<file path="src/rtl/piece_sequencer.sv">
// Tetromino sequencer: serves pieces from an active 7-piece bag, prefetches a
// spare bag from the random bag generator, and implements the player hold slot.
module piece_sequencer #(
  parameter int TIMEOUT = 64
) (
  input  logic        clk,
  input  logic        nreset,
  output logic        newbag,
  input  logic        ready,
  input  logic [20:0] pieces,
  input  logic        next_req,
  input  logic        hold_req,
  output logic [2:0]  piece,
  output logic        piece_valid,
  output logic [2:0]  preview,
  output logic        preview_valid,
  output logic [2:0]  hold_piece,
  output logic        hold_valid,
  output logic        hold_used,
  output logic        bag_timeout
);

  localparam int            CW       = $clog2(TIMEOUT);
  localparam logic [CW-1:0] CNT_LAST = CW'(TIMEOUT - 1);

  typedef enum logic [1:0] {S_IDLE, S_REQ, S_WAIT} fill_state_t;

  fill_state_t   state, state_nxt;
  logic [CW-1:0] cnt;

  logic [2:0] act [7];
  logic [2:0] spr [7];
  logic [2:0] idx;
  logic       act_v;
  logic       spr_v;
  logic [2:0] hold_q;

  logic waiting, capture, expire;
  logic do_next, do_hold, advance;

  // newbag is high exactly during the first WAIT cycle, which ignores ready.
  assign waiting = (state == S_WAIT) && !newbag;
  assign capture = waiting && ready;
  assign expire  = waiting && !ready && (cnt == CNT_LAST);

  // next_req wins over hold_req; both need a valid current piece.
  assign do_next = next_req && act_v;
  assign do_hold = hold_req && !next_req && act_v && !hold_used;
  assign advance = do_next || (do_hold && !hold_valid);

  always_ff @(posedge clk or negedge nreset) begin
    if (!nreset) state <= S_IDLE;
    else         state <= state_nxt;
  end

  always_comb begin
    // NOTE: default first, so no path through this block can infer a latch.
    state_nxt = state;
    unique case (state)
      S_IDLE:  if (!act_v || !spr_v) state_nxt = S_REQ;
      S_REQ:   state_nxt = S_WAIT;
      S_WAIT: begin
        if (capture)     state_nxt = S_IDLE;
        else if (expire) state_nxt = S_REQ;
      end
      default: state_nxt = S_IDLE;
    endcase
  end

  always_ff @(posedge clk or negedge nreset) begin
    if (!nreset) begin
      newbag      <= 1'b0;
      cnt         <= '0;
      bag_timeout <= 1'b0;
    end else begin
      newbag <= (state == S_REQ);
      if (state == S_REQ)
        cnt <= '0;
      else if (waiting && !ready && !expire)
        cnt <= cnt + 1'b1;
      if (expire)
        bag_timeout <= 1'b1;
    end
  end

  always_ff @(posedge clk or negedge nreset) begin
    if (!nreset) begin
      // NOTE: bag storage is reset so piece/preview read 0 straight out of reset.
      for (int k = 0; k < 7; k++) begin
        act[k] <= '0;
        spr[k] <= '0;
      end
      idx        <= '0;
      act_v      <= 1'b0;
      spr_v      <= 1'b0;
      hold_q     <= '0;
      hold_valid <= 1'b0;
      hold_used  <= 1'b0;
    end else begin
      // Capture into active only happens while act_v=0, which blocks advance.
      if (capture) begin
        if (!act_v) begin
          for (int k = 0; k < 7; k++) act[k] <= pieces[3*k +: 3];
          act_v <= 1'b1;
          idx   <= '0;
        end else begin
          for (int k = 0; k < 7; k++) spr[k] <= pieces[3*k +: 3];
          spr_v <= 1'b1;
        end
      end

      if (advance) begin
        if (idx < 3'd6) begin
          idx <= idx + 3'd1;
        end else if (spr_v) begin
          for (int k = 0; k < 7; k++) act[k] <= spr[k];
          idx   <= '0;
          spr_v <= 1'b0;
        end else begin
          act_v <= 1'b0;
        end
      end

      if (do_hold) begin
        hold_q     <= act[idx];
        hold_valid <= 1'b1;
        hold_used  <= 1'b1;
        if (hold_valid) act[idx] <= hold_q;
      end

      if (do_next)
        hold_used <= 1'b0;
    end
  end

  assign piece         = act[idx];
  assign piece_valid   = act_v;
  assign preview       = (idx < 3'd6) ? act[idx + 3'd1] : spr[0];
  assign preview_valid = act_v && ((idx < 3'd6) || spr_v);
  assign hold_piece    = hold_q;

endmodule

</file>
<file path="config.mk">
export PLATFORM = sky130hd
export DESIGN_NAME = piece_sequencer
export DESIGN_NICKNAME = d
export VERILOG_FILES = /design/src/rtl/piece_sequencer.sv
export SDC_FILE = /design/constraint.sdc
export NUM_CORES = 1
export LEC_CHECK = 0
export BUFFER_PORTS_ARGS = -buffer_cell sky130_fd_sc_hd__buf_2
export CORE_MARGIN = 2
export CORE_UTILIZATION = 50
export DETAILED_ROUTE_END_ITERATION = 10
export PLACE_DENSITY = 0.77
export SLEW_MARGIN = 20
export SYNTH_ARGS = -nofsm -noshare
export SYNTH_HDL_FRONTEND = slang
export SYNTH_SLANG_ARGS = --single-unit
</file>
<file path="constraint.sdc">
create_clock -name clk -period 3.44 [get_ports clk]
set_clock_uncertainty 0.05 [all_clocks]
set_input_delay 0.516 -clock clk [delete_from_list [all_inputs] [get_ports clk]]
set_output_delay 0.516 -clock clk [all_outputs]
set_load 0.02 [all_outputs]
</file>
* Word level (Yosys, flattened, before mapping)
Index checks and enable logic that the tools add are counted.
** Storage, ports and cells
- Register bits after elaboration :: 62
- Bits of input ports :: 26
- Output and inout bits :: 15
** Cells by class
- $add $sub $neg :: 2
- $lt $le $gt $ge :: 4
- Equal/unequal tests :: 5
- Muxes and demuxes :: 39
- Bitwise gates (word level) :: 2
- Reduce and logical (&&, ||, !) cells :: 28
** Operators by type and width (count)
- 21-bit two-way mux :: 7
- 3-bit two-way mux :: 11
- 21-bit bitwise mux :: 1
- 3-bit binary-select mux with 3-bit select :: 2
- 1-bit logical AND :: 12
- 6-bit two-way mux :: 2
- 1-bit two-way mux :: 11
- 3-bit demux with 3-bit select :: 1
- 4-bit >= comparator (second input constant) :: 2
- 1-bit zero test :: 8
- 3-bit NOT with 4-bit output :: 2
- 6-bit by 1-bit adder with 6-bit output (second input constant) :: 1
- 6-bit == test (second input constant) :: 1
- 2-bit two-way mux :: 3
- 2-bit case mux with 3 select lines :: 1
- 4-bit by 1-bit < comparator with 1-bit output (second input constant) :: 1
- 2-bit AND reduction :: 2
- 2-bit nonzero test :: 2
- 3-bit by 1-bit adder with 3-bit output (second input constant) :: 1
- 1-bit logical OR :: 3
- 3-bit < comparator (second input constant) :: 1
- 3-bit inequality test (second input constant) :: 1
- 2-bit by 1-bit == test with 1-bit output (second input constant) :: 1
- 2-bit == test (second input constant) :: 1
- 2 further kinds :: 2

* Logic depth before layout (Yosys ltp)
- Depth in word-level cells :: 10
- Depth in mapped cells :: 6
- Gate-level depth less buffers :: 5

* Least setup slack after synthesis
No wires, ideal clock.
- Path kind :: register to output
- Start point :: register idx[0]
- End point :: output preview[1]
- Data arrival time :: 1.824 ns
- Data required time :: 2.874 ns
- Slack :: 1.050 ns
- Cell stages (with the launch flop) :: 6
- Buffers on the path :: 1
- Cell sequence :: dfrtp_1 > ha_1 > buf_2 > mux4_2 > o22ai_1 > a211oi_1
** On the way
- Cells in the longest elaborated chain, start to end :: 6
- Elaborated cells on any way between the ends :: 7
** Ends and longest elaborated chain
- from (decl) :: RTL line 33 : logic [2:0] idx;
- from (signal assigned) :: RTL line 114 : idx <= idx + 3'd1;
- 3-bit by 1-bit adder with 3-bit output :: RTL line 138 : assign preview = (idx < 3'd6) ? act[idx + 3'd1] : spr[0];
- 3-bit NOT with 4-bit output (implied by the code) :: RTL line 138
- 3-bit binary-select mux with 3-bit select :: RTL line 138
- 3-bit two-way mux (implied by the code) (2 in a row) :: RTL line 138
- 3-bit two-way mux (*) :: RTL line 138
- to (decl) :: RTL line 15 : output logic [2:0] preview,
Mark *: on every way between the ends. The rest lies on a longest branch, timed or not. The select of a mux whose other input is x is not followed.

* Worst setup path in the final report
- Start point :: register idx[1]
- End point :: output preview[1]
The elaborated chain is that of the path after synthesis.

==> reports/qor.yml <==
drt:
  drt-initial-drc-count: 349
  avgRoutedWirePerCell_um: 19.3
  vias: 2954
  drt_wl_total_um: 8790
  first_pass_iters: 5
  ant_nets: 0
  detail_route.vias_per_cell: 6.48
  drc_errors: 0
clock_tree:
  htree_levels: 3
  cts_tree: "built"
  clk_latency_ns: 0.35
  clockRootBuffer: "clkbuf_8"
  cts_setup_buffers: 0
  cts_buffer_depth: 2
  holdBufCountCts: 0
  cts_resized: 0
  cts_buffers: 9
  clock_sinks: 62
  clk_pin_slew_ns: 0.07
yosys:
  synth_seq_area_share_pct: 44.6
  yosysMostFrequentCell: "dfrtp_1"
  synth_common_cells: "dfrtp_1, nor2_1, mux2_2"
  syn-cell-area_mm2: 0.00348
  synthDistinctLibCells: 43
  synth_area_leader_cell: "dfrtp_1"
  synth_edf_count: 0
  synth-main-ff-cell: "dfrtp_1"
  synth_top_area_share_pct: 44.6
  synthArstFlopShare_pct: 100
  synth_cells: 340
  post_synth.cell_area_avg_um2: 10.2
  synth_nets: 368
  ys_warn_count: 0
  synth-seq-cells: 62
  synthTopCellsByArea: "dfrtp_1, mux2_2, o31ai_1, a211oi_1, nor3b_1"
global_route:
  grt_pass1_vias: 2728
  antenna_found_initial: 0
  grt_pass1_wl_um: 14000
  grt_max_degree: 42
  grt_util_all_layers_pct: 24.2
  grt_overflow: 0
power:
  p_int_w: 0.00211
  switching_share_pct: 42.2
  ir_worst_vdd_mv: 0.307
  clockPowerShare_pct: 15.5
  p_leak_nw: 1.60
  p_sw_w: 0.00154
  power_frac_comb_pct: 45.3
  power_w: 0.00365
  p_seq_share_pct: 39.3
  power_density_mw_per_mm2: 943
timing:
  setup_viol: 0
  tightest_slew_ns: 0.961
  post-route-period-util_pct: 85.0
  hold_violations: 0
  grt_setup_unrepaired: "false"
  fin_setup_tns_ns: 0
  fmax_mhz: 342
  setup_ws_ns: 0.517
  relSlewSlack_pct: 35.9
  finalCriticalPeriod_ns: 2.92
  slew_viol_final: 0
cells_and_area:
  n_fill_cell: 606
  area_growth_syn_to_layout_pct: 11.3
  nets: 399
  layout-drive-gt1-share_pct: 26.6
  postLayoutCoreUtil_pct: 57.4
  antenna_cells: 0
worst_setup_path:
  cp-start-kind: "register"
  worstPathArrival_ns: 2.36
  slowest_delay_ns: 0.58
  critPathKind: "register to output pin"
  cp-end-kind: "output pin"
  cp_max_fo: 10
  critPathRequiredTime_ns: 2.87
  critPathSlowestCell: "mux4_2"
  path_cells: "ha_1, mux4_2, o22ai_1, a211oi_1, buf_2"
  reg2reg_depth: 4
floorplan:
  fp.dieH_um: 87.4
  die_area_mm2: 0.00764
  initial_core_util_pct: 51.5
  std_cell_rows: 30
  ios: 41
  core_area_mm2: 0.00676
  die_width_um: 87.4
hold_path:
  hp-class: "primary input to asynchronous set/reset pin"
placement:
  place_hpwl_um: 5910
  port_buffers: 40
  pre_cts_ws_ns: 0.897
  gp_congestion: 0.929
status:
  outcome: "finished, final reports clean"
flow_run:
  drv_cap: 0
[power by group through the flow]
stage,combinational [W],clock (W),sequential (W)
6_report,0.00165,0.000565,0.00144
5_1_grt,0.00179,0.000613,0.00147
4_1_cts,0.00165,0.000576,0.00142
3_5_place_dp,0.00164,0,0.00142
3_3_place_gp,0.00160,0,0.00141
2_1_floorplan,0.00133,0,0.00127
[final timing paths]
path                                         start  slack (ns)                       to
max                               idx[1]$_DFF_PN0_        0.52               preview[1]
max in group asynchronous                   nreset        2.32         act[1]$_DFF_PN0_
min reg2reg                bag_timeout$_DFFE_PN0P_        0.40  bag_timeout$_DFFE_PN0P_
max reg2reg                       idx[2]$_DFF_PN0_        0.84        act[12]$_DFF_PN0_
min                                         nreset        0.09       cnt[3]$_DFFE_PN0P_
min in group clk                        pieces[12]        0.36       spr[6]$_DFFE_PN0P_
[critical path, delay by kind of cell (launching register included)]
| kind | cells | cell delay, ns |
|---|---|---|
| muxes | 1 | 0.58 |
| adders and majority gates | 1 | 0.56 |
| DFF | 1 | 0.39 |
| AOI/OAI and AO/OA | 2 | 0.26 |
| buffers and inverters | 1 | 0.22 |
[cell type report]
type,instances,area (um^2),share of cell area [%]
Clock buffer,12,145,3.75
Clock inverter,4,22.5,0.581
Inverter,6,22.5,0.581
Multi-Input combinational cell,244,1770,45.8
Sequential cell,62,1550,40.0
Tap cell,80,100,2.58
Timing Repair Buffer,48,260,6.72
[cell usage in the layout, fill, tap and decap left out, drive strengths merged, types with 2 or more instances in the layout]
master | Yosys | final
or3 | 2 | 2
o211ai | 2 | 2
o221ai | 3 | 3
a31oi | 2 | 2
clkinv | 0 | 3
nor3 | 8 | 8
a21o | 2 | 2
clkbuf | 10 | 12
mux4 | 5 | 5
nor2b | 6 | 6
nand2b | 5 | 5
nor3b | 22 | 22
nor4 | 2 | 2
mux2 | 29 | 29
mux2i | 4 | 4
a211oi | 24 | 24
ha | 2 | 2
o22ai | 3 | 3
nand4bb | 2 | 2
o31ai | 27 | 27
nor2 | 30 | 30
buf | 18 | 48
nand3 | 3 | 3
a221oi | 3 | 3
inv | 6 | 6
dfrtp | 62 | 62
o21a | 4 | 4
nand2 | 28 | 28
o21ai | 10 | 10
xor2 | 2 | 2
a21oi | 7 | 7
[sequential cells by signal, summed over array words and instances (netlist names)]
name,count
hold_piece,3
hold_valid,1
newbag,1
act,21
hold_used,1
piece_valid,1
spr_v,1
spr,21
idx,3
cnt,6
state,2
bag_timeout,1
[kinds of logic after synthesis]
kind of cell             count (synthesis)  share of synthesized area [%]
XOR/XNOR                                 2                          0.503
adder cells (fa/ha/maj)                  2                          0.719
multiplexers                            38                           13.8
AO/OA/AOI/OAI                           89                           18.1
buffers and inverters                   34                           4.49
flip-flops                              62                           44.6
AND/OR/NAND/NOR                        113                           17.8
[per-stage QoR]
step	cells	hold slack (ns)	instance area (um^2)
detailed placement	440	0.389	3710
global route	456	0.127	3870
CTS	456	0.109	3870
floorplan	340	0.170	3480
global placement	440	0.386	3710
finish	456	0.0888	3870
[metal layers]
metal	global-route usage (%)	up-vias	part of all wire (%)
met5	0	-	0
met4	10.9	0	2.6
met3	5.31	25	6.7
met2	35.0	127	46
met1	34.6	1465	45
li1	-	1337	-
Power figures use the tool's default switching activity.
